## config.mk

```make
export PLATFORM = sky130hd
export DESIGN_NAME = tug_war_referee
export DESIGN_NICKNAME = d
export VERILOG_FILES = /design/src/rtl/tug_war_referee.sv
export SDC_FILE = /design/constraint.sdc
export NUM_CORES = 1
export LEC_CHECK = 0
export ABC_AREA = 1
export BUFFER_PORTS_ARGS = -buffer_cell sky130_fd_sc_hd__buf_2
export CAP_MARGIN = 5
export CORE_MARGIN = 2
export CORE_UTILIZATION = 55
export CTS_CLUSTER_SIZE = 14
export DETAILED_ROUTE_END_ITERATION = 16
export GPL_TIMING_DRIVEN = 0
export HOLD_SLACK_MARGIN = 0.08
export MAX_ROUTING_LAYER = met4
export PLACE_DENSITY = 0.81
export SLEW_MARGIN = 20
export SYNTH_ARGS = -nofsm -noshare
export SYNTH_HDL_FRONTEND = slang
export SYNTH_SLANG_ARGS = --single-unit
export TNS_END_PERCENT = 5
```

## constraint.sdc

```tcl
create_clock -name clk -period 2.6 [get_ports clk]
set_input_delay 0.52 -clock clk [delete_from_list [all_inputs] [get_ports clk]]
set_output_delay 0.52 -clock clk [all_outputs]
set_load 0.005 [all_outputs]
```

## src/rtl/tug_war_referee.sv

```systemverilog
// Round controller for the tug-of-war light field: key sync/edge detect, optional
// LFSR computer player, pulse arbitration onto the cell array, scoring and restart.
module tug_war_referee #(
  parameter int N_LIGHTS       = 9,
  parameter int WIN_SCORE      = 7,
  parameter int RESTART_CYCLES = 4,
  parameter int CPU_DIV        = 1024,
  parameter int LFSR_W         = 10
) (
  input  logic              clk,
  input  logic              reset_n,
  input  logic              key_l_raw,
  input  logic              key_r_raw,
  input  logic              cpu_enable,
  input  logic [LFSR_W-1:0] cpu_threshold,
  input  logic [N_LIGHTS-1:0] lights_in,
  output logic              l_pulse,
  output logic              r_pulse,
  output logic              field_reset,
  output logic [2:0]        score_l,
  output logic [2:0]        score_r,
  output logic [1:0]        winner
);

  localparam logic [1:0] ST_FIELD_RST = 2'd0;
  localparam logic [1:0] ST_PLAY      = 2'd1;
  localparam logic [1:0] ST_POINT     = 2'd2;
  localparam logic [1:0] ST_GAMEOVER  = 2'd3;

  localparam int DIV_W = (CPU_DIV > 2) ? $clog2(CPU_DIV) : 1;
  localparam int CNT_W = $clog2(RESTART_CYCLES + 2);

  // Second feedback tap (1-based) of a maximal two-tap Fibonacci LFSR.
  function automatic int lfsr_tap2(input int w);
    case (w)
      3:       return 2;
      4:       return 3;
      5:       return 3;
      6:       return 5;
      7:       return 6;
      9:       return 5;
      10:      return 7;
      11:      return 9;
      15:      return 14;
      17:      return 14;
      default: return w - 1;
    endcase
  endfunction

  localparam int TAP2 = lfsr_tap2(LFSR_W);

  function automatic logic [2:0] sat_inc(input logic [2:0] v);
    return (v == 3'd7) ? v : v + 3'd1;
  endfunction

  logic              r_l_s1, r_l_s2, r_l_d;
  logic              r_r_s1, r_r_s2, r_r_d;
  logic [LFSR_W-1:0] r_lfsr;
  logic [DIV_W-1:0]  r_div;
  logic [1:0]        r_state;
  logic [CNT_W-1:0]  r_cnt;
  logic              r_point_l;
  logic              r_l_pulse, r_r_pulse, r_field_reset;
  logic [2:0]        r_score_l, r_score_r;
  logic [1:0]        r_winner;

  logic              w_key_cand_l, w_cand_l, w_cand_r, w_cpu_cand;
  logic              w_div_tc;
  logic              w_fwd_l, w_fwd_r;
  logic [1:0]        w_state_nxt;
  logic [CNT_W-1:0]  w_cnt_nxt;
  logic [2:0]        w_new_score;
  logic              w_unused;

  assign w_unused = ^lights_in;

  always_ff @(posedge clk or negedge reset_n) begin
    if (!reset_n) begin
      r_l_s1 <= 1'b0;
      r_l_s2 <= 1'b0;
      r_l_d  <= 1'b0;
      r_r_s1 <= 1'b0;
      r_r_s2 <= 1'b0;
      r_r_d  <= 1'b0;
      r_lfsr <= LFSR_W'(1);
      r_div  <= '0;
    end else begin
      r_l_s1 <= key_l_raw;
      r_l_s2 <= r_l_s1;
      r_l_d  <= r_l_s2;
      r_r_s1 <= key_r_raw;
      r_r_s2 <= r_r_s1;
      r_r_d  <= r_r_s2;
      r_lfsr <= {r_lfsr[LFSR_W-2:0], r_lfsr[LFSR_W-1] ^ r_lfsr[TAP2-1]};
      r_div  <= w_div_tc ? '0 : r_div + DIV_W'(1);
    end
  end

  assign w_div_tc     = (r_div == DIV_W'(CPU_DIV - 1));
  assign w_cpu_cand   = w_div_tc && (r_lfsr < cpu_threshold);
  assign w_key_cand_l = r_l_s2 & ~r_l_d;
  assign w_cand_l     = cpu_enable ? w_cpu_cand : w_key_cand_l;
  assign w_cand_r     = r_r_s2 & ~r_r_d;

  // Simultaneous candidates cancel each other; only PLAY forwards anything.
  assign w_fwd_l = (r_state == ST_PLAY) && w_cand_l && !w_cand_r;
  assign w_fwd_r = (r_state == ST_PLAY) && w_cand_r && !w_cand_l;

  assign w_new_score = r_point_l ? sat_inc(r_score_l) : sat_inc(r_score_r);

  always_comb begin
    w_state_nxt = r_state;
    w_cnt_nxt   = r_cnt;
    case (r_state)
      ST_FIELD_RST: begin
        if (r_cnt == '0) w_state_nxt = ST_PLAY;
        else             w_cnt_nxt   = r_cnt - CNT_W'(1);
      end
      ST_PLAY: begin
        if ((w_fwd_l && lights_in[N_LIGHTS-1]) || (w_fwd_r && lights_in[0]))
          w_state_nxt = ST_POINT;
      end
      ST_POINT: begin
        if (w_new_score == 3'(WIN_SCORE)) begin
          w_state_nxt = ST_GAMEOVER;
        end else begin
          w_state_nxt = ST_FIELD_RST;
          w_cnt_nxt   = CNT_W'(RESTART_CYCLES - 1);
        end
      end
      ST_GAMEOVER: w_state_nxt = ST_GAMEOVER;
      default:     w_state_nxt = ST_FIELD_RST;
    endcase
  end

  // Reset loads one extra count so the first PLAY follows RESTART_CYCLES+1 edges.
  always_ff @(posedge clk or negedge reset_n) begin
    if (!reset_n) begin
      r_state       <= ST_FIELD_RST;
      r_cnt         <= CNT_W'(RESTART_CYCLES);
      r_point_l     <= 1'b0;
      r_l_pulse     <= 1'b0;
      r_r_pulse     <= 1'b0;
      r_field_reset <= 1'b1;
      r_score_l     <= '0;
      r_score_r     <= '0;
      r_winner      <= '0;
    end else begin
      r_state       <= w_state_nxt;
      r_cnt         <= w_cnt_nxt;
      r_l_pulse     <= w_fwd_l;
      r_r_pulse     <= w_fwd_r;
      r_field_reset <= (w_state_nxt == ST_FIELD_RST) || (w_state_nxt == ST_GAMEOVER);
      if (r_state == ST_PLAY && w_state_nxt == ST_POINT)
        r_point_l <= w_fwd_l;
      if (r_state == ST_POINT) begin
        if (r_point_l) r_score_l <= w_new_score;
        else           r_score_r <= w_new_score;
        if (w_new_score == 3'(WIN_SCORE))
          r_winner <= r_point_l ? 2'b10 : 2'b01;
      end
    end
  end

  assign l_pulse     = r_l_pulse;
  assign r_pulse     = r_r_pulse;
  assign field_reset = r_field_reset;
  assign score_l     = r_score_l;
  assign score_r     = r_score_r;
  assign winner      = r_winner;

endmodule
```

After elaboration in Yosys (flattened, before gate mapping)
Cells that the tools add are included.
{ "totals": {"register_bits": 43, "latch_bits": 0, "ram_bits": 0, "romBits": 0, "in_bits": 24, "output_inout_bits": 11, "elab_cells": 72, "n_memories": 0} }
{ "classes": {"n_addsub": 4, "multipliers": 0, "n_div": 0, "n_lt_le_gt_ge": 1, "n_eq_ne": 11, "shifts": 0, "mux": 13, "bitwise_logic": 6, "n_reduce_logical": 20} }
{ "ops": {"columns": ["operator", "n"], "rows": [
  ["$mux 3", 5],
  ["$add 10x1->10 const B", 1],
  ["$eq 10x10->1 const B", 1],
  ["$lt 10x10->1", 1],
  ["$mux 10", 1],
  ["$eq 3x3->1 const B", 3],
  ["$eq 2x2->1 const B", 4],
  ["$logic_and 1x1->1", 8],
  ["$mux 2", 4],
  ["$pmux 2 s4", 1],
  ["$add 3x1->3 const B", 2],
  ["$pmux 3 s2", 1],
  ["$reduce_and 2->1", 3],
  ["$logic_not 2->1", 2],
  ["$ne 2x2->1 const B", 2],
  ["$logic_not 3->1", 1],
  ["$not 1->1", 3],
  ["$reduce_and 3->1", 1],
  ["$sub 3x1->3 const B", 1],
  ["$and 1x1->1", 2],
  ["$eq 2x1->1 const B", 1],
  ["$logic_not 1->1", 2],
  ["$logic_or 1x1->1", 2],
  ["$reduce_bool 2->1", 1],
  ["other kinds (2)", 2]
]} }

Longest topological paths before layout
{ "logic_depth": {"ltp_word": 11, "ltp_mapped": 17, "ltp_nobuf": 17} }

Worst setup path before layout
Ideal clock, no wire load.
{ "synth_timing": {"kind": "in2reg", "startpoint": "input port cpu_threshold[9]", "endpoint": "register r_point_l", "setup_time_ns": 0.125, "t_arrival_ns": 1.907, "required_ns": 2.475, "path_slack_ns": 0.567, "path_stages": 15, "path_cell_list": "inv_1 > ha_1 > nand2_1 > nand3b_1 > nor2_1 > nand4_2 > nand2_2 > nand3_2 > nand3_2 > nor2_2 > nor2_2 > ha_1 > inv_1 > o21ai_0 > o21ai_1"} }
{ "synth_between": {"elab_chain_len": 11} }
{ "synth_rtl": {"columns": ["item", "line", "rtl"], "rows": [
  ["start, declared", "15", "input logic [LFSR_W-1:0] cpu_threshold,"],
  ["$lt 10x10->1 (*)", "100", "assign w_cpu_cand = w_div_tc && (r_lfsr < cpu_threshold);"],
  ["$logic_and 1x1->1 (*)", "100", null],
  ["$mux 1 (*)", "102", "assign w_cand_l = cpu_enable ? w_cpu_cand : w_key_cand_l;"],
  ["$logic_and 1x1->1 or $logic_not 1->1 (tied branches)", "106, 107", null],
  ["$logic_and 1x1->1, on equally long branches", "106, 107", null],
  ["$logic_and 1x1->1", "120", "if ((w_fwd_l && lights_in[N_LIGHTS-1]) || (w_fwd_r && lights_in[0]))"],
  ["$logic_or 1x1->1", "120", null],
  ["$mux 2", "120", null],
  ["$pmux 2 s4", "114", "case (r_state)"],
  ["$eq 2x2->1", "154", "if (r_state == ST_PLAY && w_state_nxt == ST_POINT)"],
  ["$logic_and 1x1->1", "154", null],
  ["end signal, assigned", "155", "r_point_l <= w_fwd_l;"],
  ["end, declared", "62", "logic r_point_l;"]
]} }
Mark *: on every way between the ends. The rest lies on a longest branch, timed or not.
A chain may end at the register's enable or synchronous reset.

Worst setup path in the final report
{ "layout_timing": {"startpoint": "register r_score_r[0] (netlist: score_r[0])", "endpoint": "register r_point_l"} }
{ "layout_between": {"elab_chain_len": 8} }
{ "layout_rtl": {"columns": ["item", "line", "rtl"], "rows": [
  ["start, declared", "64", "logic [2:0] r_score_l, r_score_r;"],
  ["start signal, assigned", "158", "else r_score_r <= w_new_score;"],
  ["$add 3x1->3 or $eq 3x3->1 (tied branches)", "53", "return (v == 3'd7) ? v : v + 3'd1;"],
  ["$mux 3 (*)", "53", null],
  ["$mux 3 (*)", "109", "assign w_new_score = r_point_l ? sat_inc(r_score_l) : sat_inc(r_score_r);"],
  ["$eq 3x3->1 (*)", "124", "if (w_new_score == 3'(WIN_SCORE)) begin"],
  ["$mux 2 (*)", "124", null],
  ["$pmux 2 s4 (*)", "114", null],
  ["$eq 2x2->1 (*)", "154", null],
  ["$logic_and 1x1->1 (*)", "154", null]
]} }
Marks and branches as above.

==> qor.yml <==
cts_made_buffers: 5
yosys_register_bits: 43
slew_headroom_pct: 40.50
path_buf_inv: 1
worst_clock_skew_ns: 0.01055
io-pin-count: 35
wl_met1_um: 1512
min-delay-path-class: "input pin to flop"
dr.first_iter.drc_count: 114
vias: 1509
slew_viol_final: 0
worst-setup-path-type: "flop to flop"
fill_cells: 316
max_freq_mhz: 448.1
gate_count_post_synth: 229
hpwl_um: 2591
synth.top_cells.by_area: "dfrtp_1 (48%), ha_1 (9.1%), nand2_1 (8.1%), inv_1 (7.4%), dfstp_2 (3.8%)"
ys_types: 25
synth-simple-area-share_pct: 20.10
synth.mux.area_fraction_pct: 0
grt_max_degree: 44
leading_cell_type_in_the_layout_fill_and_taps_excluded: "nand2_1"
cp.required_ns: 2.78
cts-hold-fix-buffers: 0
crit_chain: "ha_1 > nand2_1 > a21oi_1 > o21ai_1 > nand2_1 > nand2_1 > nor2_2 > o21ai_0 > o21ai_0 > nor2_2 > ha_1 > inv_1 > o21ai_0 > o21ai_1"
wirelength_um: 3376
clock_sinks: 43
endpoint_kind: "flop"
grt_pass1_vias: 1481
layout.nets: 302
antenna-diode-count: 0
final.setup.worst_slack_ns: 0.3684
cts_setup_buffers: 0
grt_use_total_pct: 19.12
netlist.area_leader.share_pct: 48.28
overflow: 0
critical_path_peak_fanout: 4
vdd_ir_drop_max_v: 0.0004216
clockRootBuffer: "clkbuf_8"
place_congestion: 0.7978
synthAdderAreaFrac_pct: 9.053
crit_path_max_incr_delay_ns: 0.44
route.detailed.vias_per_inst: 4.837
worst_path_dominant_cell_family: "compound AO/OA/AOI/OAI gates"
final-hold-violation-count: 0
die_area_sq_um: 4277
worst_setup_hold_path_clk_slew_ns: 0.08
layout.cells.most_common_list: "nand2_1 (45), inv_1 (41), dfrtp_1 (40)"
post_synthesis_compound_gate_area_fraction_pct: 6.880
dp_slack_ns: 0.2548
worst_tran_pin_value_ns: 0.8925
post_synth_xor_area_fraction_pct: 3.380
drt-pass1-iter-count: 4
ctsHtreeMaxLevel: 2
hold-worst-slack_ns: 0.3309
ant_nets: 0
die_h_um: 65.40
deepest_clock_path_buffer_count: 2
grt_setup_unrepaired: "no"
setup_tns_ns: 0
worstSetupStartpointType: "flop"
yosysWarnings: 0
wl_met2_um: 1662
grt_first_pass_wirelength_um: 5968
start_util_pct: 57.06
area_of_the_mapped_netlist_sq_um: 2073
drc: 0
synth_fp_nets: 268
post-route-min-period_ns: 2.232
finalPower_uw: 1175
layout-drive-gt1-share_pct: 21.21
routed_length_on_met3_um: 135
tritoncts: "yes"
synth_top_family_by_area: "simple AND/OR/NAND/NOR gates"
status: "finished clean"
dieWidth_um: 65.40
floorplan.rows: 22
yosys.area.top_type: "dfrtp_1"
cts_resized: 0
timing.final.crit_share_pct: 85.83
setup-violations-final: 0
cp.arrival_ns: 2.42
wire_per_inst_um: 10.82
timing.critical_path.slowest_stage_cell: "dfrtp_1"
top_signal_layer_used: "met4"
sequential_area_share_after_synthesis_pct: 52.08
core_sq_um: 3633
maxCapViolCount: 0
leakage_uw: 0.001262
portBuffers: 27
area_delta_synth_final_pct: 14.24
power_density_nw_per_um2: 496.2
synth.avg_cell_area_sq_um: 9.053
grt_antenna_before_repair: 0
clk_latency_ns: 0.30
==> final cells by class <==
| type | count | area [sq um] | area share, % |
|---|---|---|---|
| Multi-Input combinational cell | 141 | 817.0 | 34.50 |
| Clock buffer | 8 | 100.1 | 4.226 |
| Tap cell | 48 | 60.06 | 2.536 |
| Inverter | 44 | 165.2 | 6.973 |
| Buffer | 1 | 11.26 | 0.4754 |
| Sequential cell | 43 | 1080 | 45.59 |
| Timing Repair Buffer | 27 | 135.1 | 5.705 |
==> final timing paths <==
check | start | end | slack, ns | cells after the start
setup reg to reg | score_r[0]$_DFFE_PN0P_ | r_point_l$_DFFE_PN0P_ | 0.37 | 14
setup / recovery | score_r[0]$_DFFE_PN0P_ | r_point_l$_DFFE_PN0P_ | 0.37 | 14
max in group asynchronous | reset_n | r_lfsr[9]$_DFF_PN0_ | 1.70 | 1
min in group asynchronous | reset_n | r_lfsr[6]$_DFF_PN0_ | 0.34 | 1
hold reg to reg | r_l_s1$_DFF_PN0_ | r_l_s2$_DFF_PN0_ | 0.36 | 0
hold / removal | key_r_raw | r_r_s1$_DFF_PN0_ | 0.33 | 1
==> where the power goes <==
| part | switching (uW) | internal (uW) |
|---|---|---|
| Clock | 217 | 242 |
| Combinational | 25.3 | 15.3 |
| Sequential | 1.67 | 673 |
| Total | 244 | 931 |
==> Yosys cell counts <==
master	instances
nor2_4	1
nand3_1	8
inv_1	41
xor2_1	4
nor2_1	19
dfrtp_1	40
ha_1	15
inv_2	3
nand4_2	1
dfstp_2	3
o21ai_1	13
a21oi_1	6
nand3b_1	1
nor2_2	6
nand3_2	2
o21ai_0	8
buf_6	1
o31ai_1	1
or2_2	1
or3b_4	1
xnor2_1	4
nand2_1	45
nor3_1	1
nand2_2	3
nand4_1	1
==> state kept, by name (all words and copies together) (netlist names), 2 cells and up <==
| register | count |
|---|---|
| score_r | 3 |
| r_div | 10 |
| r_lfsr | 10 |
| r_state | 2 |
| winner | 2 |
| r_cnt | 3 |
| score_l | 3 |
==> through the flow <==
step,instances,area (sq um),util [%]
floorplan,229,2073,-
global placement,304,2268,62.43
global route,312,2369,65.19
CTS,312,2369,65.19
detailed placement,304,2268,62.43
finish,312,2369,65.19
==> routing by layer <==
layer | vias up | track usage [%]
li1 | 778 | -
met1 | 703 | 20.82
met2 | 21 | 32.14
met3 | 7 | 5.993
met4 | 0 | 8.594
met5 | - | -
==> kinds of logic (layout without fill, tap and decap cells) <==
kind of cell	count (synthesis)	in the layout
AND/OR/NAND/NOR	90	90
buffers and inverters	45	80
flip-flops	43	43
AO/OA/AOI/OAI	28	28
adder cells (fa/ha/maj)	15	15
XOR/XNOR	8	8
No activity file was read; power rests on OpenSTA's default activity.
